--- src/rtl/fetch_pkg.sv ---
// Shared types and constants for the instruction fetch stage.
package fetch_pkg;

    typedef enum logic [1:0] {
        REQ,
        WAIT,
        FLUSH
    } t_fetch_state;

    localparam int unsigned FIFO_DEPTH  = 2;
    localparam int unsigned INSTR_BYTES = 4;

endpackage

--- src/rtl/fetch_fifo.sv ---
// Small shifting register FIFO holding fetched {instr, pc} pairs; entry 0 is the head.
module fetch_fifo
    import fetch_pkg::*;
#(
    parameter int unsigned ADDR_WIDTH  = 64,
    parameter int unsigned INSTR_WIDTH = 32,
    localparam int unsigned CW         = $clog2(FIFO_DEPTH + 1)
) (
    input  logic                   i_clk,
    input  logic                   i_arstn,
    input  logic                   i_push,
    input  logic                   i_pop,
    input  logic                   i_clear,
    input  logic [INSTR_WIDTH-1:0] i_instr,
    input  logic [ADDR_WIDTH-1:0]  i_pc,
    output logic [CW-1:0]          o_count,
    output logic [INSTR_WIDTH-1:0] o_head_instr,
    output logic [ADDR_WIDTH-1:0]  o_head_pc
);

    logic [INSTR_WIDTH-1:0] instr_q [FIFO_DEPTH];
    logic [INSTR_WIDTH-1:0] instr_d [FIFO_DEPTH];
    logic [ADDR_WIDTH-1:0]  pc_q    [FIFO_DEPTH];
    logic [ADDR_WIDTH-1:0]  pc_d    [FIFO_DEPTH];
    logic [CW-1:0]          count_q;
    logic [CW-1:0]          count_d;
    logic [CW-1:0]          wr_idx;
    logic                   pop_ok;
    logic                   push_ok;

    assign pop_ok  = i_pop && (count_q != '0);
    assign push_ok = i_push && ((count_q < CW'(FIFO_DEPTH)) || pop_ok);

    always_comb begin
        instr_d = instr_q;
        pc_d    = pc_q;
        count_d = count_q;
        wr_idx  = count_q;
        if (i_clear) begin
            count_d = '0;
        end else begin
            if (pop_ok) begin
                for (int i = 0; i < int'(FIFO_DEPTH) - 1; i++) begin
                    instr_d[i] = instr_q[i+1];
                    pc_d[i]    = pc_q[i+1];
                end
                wr_idx  = count_q - CW'(1);
                count_d = count_q - CW'(1);
            end
            // The push lands in the slot just past the (post-pop) last entry.
            if (push_ok) begin
                for (int i = 0; i < int'(FIFO_DEPTH); i++) begin
                    if (CW'(i) == wr_idx) begin
                        instr_d[i] = i_instr;
                        pc_d[i]    = i_pc;
                    end
                end
                count_d = count_d + CW'(1);
            end
        end
    end

    always_ff @(posedge i_clk or negedge i_arstn) begin
        if (!i_arstn) begin
            count_q <= '0;
            for (int i = 0; i < int'(FIFO_DEPTH); i++) begin
                instr_q[i] <= '0;
                pc_q[i]    <= '0;
            end
        end else begin
            count_q <= count_d;
            instr_q <= instr_d;
            pc_q    <= pc_d;
        end
    end

    assign o_count      = count_q;
    assign o_head_instr = instr_q[0];
    assign o_head_pc    = pc_q[0];

endmodule

--- src/rtl/fetch_unit.sv ---
// Instruction fetch stage: PC, single-outstanding imem request FSM and a 2-entry fetch buffer.
module fetch_unit
    import fetch_pkg::*;
#(
    parameter int unsigned          ADDR_WIDTH  = 64,
    parameter int unsigned          INSTR_WIDTH = 32,
    parameter logic [ADDR_WIDTH-1:0] RESET_PC   = '0
) (
    input  logic                   i_clk,
    input  logic                   i_arstn,
    output logic                   o_imem_req_valid,
    input  logic                   i_imem_req_ready,
    output logic [ADDR_WIDTH-1:0]  o_imem_req_addr,
    input  logic                   i_imem_rsp_valid,
    input  logic [INSTR_WIDTH-1:0] i_imem_rsp_data,
    input  logic                   i_redirect,
    input  logic [ADDR_WIDTH-1:0]  i_redirect_pc,
    output logic                   o_instr_valid,
    input  logic                   i_decode_ready,
    output logic [INSTR_WIDTH-1:0] o_instr,
    output logic [ADDR_WIDTH-1:0]  o_instr_pc,
    output logic [ADDR_WIDTH-1:0]  o_instr_pc_plus4
);

    localparam int unsigned          CW         = $clog2(FIFO_DEPTH + 1);
    localparam logic [ADDR_WIDTH-1:0] PC_INC    = ADDR_WIDTH'(INSTR_BYTES);
    localparam logic [ADDR_WIDTH-1:0] ALIGN_MSK = ~ADDR_WIDTH'(INSTR_BYTES - 1);

    t_fetch_state           state_q;
    logic [ADDR_WIDTH-1:0]  pc_q;
    logic [ADDR_WIDTH-1:0]  req_pc_q;

    logic [CW-1:0]          fifo_count;
    logic [INSTR_WIDTH-1:0] head_instr;
    logic [ADDR_WIDTH-1:0]  head_pc;
    logic                   slot_free;
    logic                   req_valid;
    logic                   handshake;
    logic                   rsp_owed;
    logic                   push;
    logic                   pop;

    // The slot check deliberately ignores a same-cycle pop so the FIFO can never overflow.
    assign slot_free = fifo_count < CW'(FIFO_DEPTH);
    // Gated by reset so the request is quiet while reset is held.
    assign req_valid = i_arstn && (state_q == REQ) && slot_free;
    assign handshake = req_valid && i_imem_req_ready;
    assign rsp_owed  = (state_q == WAIT) || (state_q == FLUSH);

    assign push = !i_redirect && (state_q == WAIT) && i_imem_rsp_valid;
    assign pop  = !i_redirect && o_instr_valid && i_decode_ready;

    always_ff @(posedge i_clk or negedge i_arstn) begin
        if (!i_arstn) begin
            state_q  <= REQ;
            pc_q     <= RESET_PC & ALIGN_MSK;
            req_pc_q <= '0;
        end else if (i_redirect) begin
            pc_q <= i_redirect_pc & ALIGN_MSK;
            if (rsp_owed && i_imem_rsp_valid) begin
                state_q <= REQ;
            end else if (rsp_owed || handshake) begin
                state_q <= FLUSH;
            end else begin
                state_q <= REQ;
            end
        end else begin
            unique case (state_q)
                REQ: begin
                    if (handshake) begin
                        req_pc_q <= pc_q;
                        pc_q     <= pc_q + PC_INC;
                        state_q  <= WAIT;
                    end
                end
                WAIT, FLUSH: begin
                    if (i_imem_rsp_valid) begin
                        state_q <= REQ;
                    end
                end
                default: state_q <= REQ;
            endcase
        end
    end

    fetch_fifo #(
        .ADDR_WIDTH  (ADDR_WIDTH),
        .INSTR_WIDTH (INSTR_WIDTH)
    ) u_fetch_fifo (
        .i_clk        (i_clk),
        .i_arstn      (i_arstn),
        .i_push       (push),
        .i_pop        (pop),
        .i_clear      (i_redirect),
        .i_instr      (i_imem_rsp_data),
        .i_pc         (req_pc_q),
        .o_count      (fifo_count),
        .o_head_instr (head_instr),
        .o_head_pc    (head_pc)
    );

    assign o_imem_req_valid = req_valid;
    assign o_imem_req_addr  = req_valid ? pc_q : '0;
    assign o_instr_valid    = fifo_count != '0;
    assign o_instr          = o_instr_valid ? head_instr : '0;
    assign o_instr_pc       = o_instr_valid ? head_pc : '0;
    assign o_instr_pc_plus4 = o_instr_valid ? head_pc + PC_INC : '0;

endmodule

--- config.mk ---
export PLATFORM = sky130hd
export DESIGN_NAME = fetch_unit
export DESIGN_NICKNAME = d
export VERILOG_FILES = /design/src/rtl/fetch_pkg.sv /design/src/rtl/fetch_fifo.sv /design/src/rtl/fetch_unit.sv
export SDC_FILE = /design/constraint.sdc
export NUM_CORES = 1
export LEC_CHECK = 0
export ABC_AREA = 1
export CAP_MARGIN = 30
export CORE_UTILIZATION = 45
export DETAILED_ROUTE_END_ITERATION = 10
export PLACE_DENSITY = 0.77
export SLEW_MARGIN = 25
export SYNTH_ARGS = -nofsm -noshare
export SYNTH_HDL_FRONTEND = slang
export SYNTH_SLANG_ARGS = --single-unit
--- constraint.sdc ---
create_clock -name i_clk -period 5.9 [get_ports i_clk]
set_input_delay 1.475 -clock i_clk [delete_from_list [all_inputs] [get_ports i_clk]]
set_output_delay 1.475 -clock i_clk [all_outputs]
set_load 0.005 [all_outputs]
==> metrics.cfg <==
[floorplanning]
die_w_um=202.6
boundaryPins=328
core_area_mm2=0.03973
dieArea_mm2=0.04103
die_h_um=202.6
initial_core_util_pct=45.56
rows=73

[setup_path]
r2r_cells=11
critPathCaptureType=output port
cp-startpoint=i_arstn
crit_path_end=o_imem_req_addr[37]
path_depth=6
r2r_setup_slack_ns=1.97
critPathMaxStageDelay_ns=0.68
regToRegEndpoint=u_fetch_fifo.o_head_pc[55]$_DFFE_PN0N_
rr_startpoint=u_fetch_fifo.o_count[1]$_DFF_PN0_
critPathArrivalTime_ns=3.67
path_buf_inv=3
critPathLaunchType=primary input
crit_slowest_cell=clkinv_2
crit_path_cell_trace=buf_8 > nand2_1 > nor2_1 > clkinv_2 > nor2_1 > clkdlybuf4s50_1
cpMostUsedCell=nor2_1
cp_top_family=buffers and inverters
crit_path_max_fanout=62
required_ns=4.43
crit_type=primary input to output port

[route]
dr.first_iter.drc_count=1882
vias_per_cell=5.586
drtPass1Iterations=8
vias=18507
wl_per_cell_um=20.60
drtAntennaViolNets=0
drc=0
wirelength_um=68250

[cts]
clk_latency_ns=0.56
htreeDepth=2
cts_buffers=36
cts_tree=done
cts_post_setup_buffers_inserted=0
clock-root-buffer=clkbuf_16
clock_sinks=318
cts.hold.buffers_added=0
post_cts_resized=0
cts.clk_slew.worst_paths_ns=0.06
clockBufferDepth=3

[synth]
synth_ff_type=dfrtp_1
synthCells=2497
synth-seq-area-share_pct=43.97
synth.distinct_cells=37
avgSynthCellArea_um2=7.249
synth_top_area_share_pct=43.97
synth_area_mm2=0.01810
synth_common_cells=nor2_1 (595), nand2_1 (515), dfrtp_1 (318)
async_flop_share_pct=100.0
ys_warn_count=0
ys_ff_latch=318
synth_top_cell_by_area=dfrtp_1
synth.most_common_cell=nor2_1
synth-edff-count=0
synthTopCellsByArea=dfrtp_1 (44%), nor2_1 (12%), nand2_1 (11%)

[sta]
slew_headroom_pct=31.43
fin_ws_ns=0.7534
finalSetupViolCount=0
setup_tns_ns=0
fin_crit_ns=5.147
final_max_slew_viol_count=0
tightest_slew_ns=1.021
final_hold_viol_count=0
finClkSkew_ns=0.01992
maxClockFrequency_mhz=194.3
min_period_over_period_pct=87.23
rsz0062_at_grt=false

[hold_path]
min_from=u_fetch_fifo.pc_q[18]$_DFFE_PN0P_
hold_class=flip-flop to flip-flop

[run_status]
status=complete, no violations

[place]
gp_congestion=0.9978
port_buffers=323
dp_hpwl_um=51780
placed_cells=3247
post-place-ws_ns=1.034

[global_routing]
overflow=0
grt_pass1_wl_um=103900
first_global_vias=17669
antenna_found_initial=0
grt_max_degree=160
grtUsageTotal_pct=32.99

[cells_and_area]
layout.cells.non_filler=3313
antenna_cells=0
multi_input_comb_area_mm2=0.008693
fin_nets=2870
regArea_mm2=0.007958
fillCellCount=3611
drive_gt1_share_pct=6.313
syn_to_final_growth_pct=26.97

[power_and_ir_drop]
power_density_mw_per_mm2=401.5
p_leak_nw=10.78
vdd_ir_drop_max_mv=0.1640

[flow_run]
cap_violations=0

[power by group]
| part | total (mW) | internal [mW] | leakage [nW] | switching [mW] |
|---|---|---|---|---|
| combinational | 3.08 | 1.32 | 6.19 | 1.77 |
| clock | 2.36 | 1.40 | 0.590 | 0.959 |
| sequential | 3.79 | 2.90 | 4.00 | 0.883 |
| total | 9.23 | 5.62 | 10.8 | 3.61 |
[metrics by stage]
| stage | hold slack, ns | util, % | cell area (um2) | total power, mW |
|---|---|---|---|---|
| after CTS | 0.4953 | 57.79 | 22960 | 9.202 |
| after global placement | 0.4722 | 54.62 | 21700 | 6.681 |
| after global routing | 0.5133 | 57.84 | 22980 | 9.764 |
| after floorplan | 0.4594 | - | 18100 | 5.204 |
| after detailed placement | 0.4796 | 54.68 | 21730 | 6.817 |
| final | 0.4916 | 57.84 | 22980 | 9.226 |
[registers in the layout (all words and copies together) (netlist names)]
signal and count:
u_fetch_fifo.o_head_instr 32, u_fetch_fifo.o_count 2, u_fetch_fifo.pc_q 62, state_q 2, req_pc_q 62, pc_q 62
u_fetch_fifo.o_head_pc 64, u_fetch_fifo.instr_q 32
[worst reg2reg max path: stages, from the launching register on]
cell     delay (ns)
dfrtp_1        0.46
inv_1          0.11
ha_4           0.24
inv_2          0.27
nand3_4        0.45
xor2_1         0.43
ha_1           0.29
nand2_4        0.40
nand2_2        0.22
buf_4          0.60
o22ai_1        0.23
a21oi_1        0.17
[metal layers]
| metal | up-vias | share of wire [%] | global-route usage (%) | routed length (um) |
|---|---|---|---|---|
| li1 | 8582 | - | - | - |
| met1 | 8883 | 42 | 43.94 | 28630 |
| met2 | 890 | 46 | 53.29 | 31450 |
| met3 | 152 | 7.2 | 4.510 | 4881 |
| met4 | 0 | 4.8 | 15.33 | 3289 |
| met5 | - | 0 | 0 | 0 |
[cell usage in the layout (no fill, tap or decap), drive strengths merged, types with 89 or more instances in the layout]
cell             n
o21ai          120
dfrtp          318
o22ai           94
a21oi          122
nor2           595
mux2            89
inv            264
nand3          109
nand2          517
clkdlybuf4s50  322
[cells by family after synthesis]
logic type | synth area share [%]
other | 0.02072
DFF | 43.97
buffers and inverters | 8.219
and+or+nand+nor | 28.25
AOI/OAI and AO/OA | 11.83
xor gates and xnor gates | 1.694
muxes | 5.537
adders and majority gates | 0.4839
[worst min path at each step]
stage	end	depth (start not counted)
after floorplan	u_fetch_fifo.pc_q[18]$_DFFE_PN0P_	2
after detailed placement	u_fetch_fifo.pc_q[40]$_DFFE_PN0P_	2
after CTS	u_fetch_fifo.pc_q[40]$_DFFE_PN0P_	2
after global routing	u_fetch_fifo.pc_q[35]$_DFFE_PN0P_	1
after global placement	u_fetch_fifo.pc_q[18]$_DFFE_PN0P_	2
final	u_fetch_fifo.pc_q[18]$_DFFE_PN0P_	2
[cell type report]
| type | instances | share of cell area, % |
|---|---|---|
| flip-flops and latches | 318 | 34.63 |
| well taps | 525 | 2.858 |
| repair buffers | 341 | 15.04 |
| clock buffers | 48 | 4.426 |
| clock inverters | 17 | 0.9419 |
| multi-input cells | 1802 | 37.83 |
| inverters | 262 | 4.285 |
(Power assumes the default switching activity.)
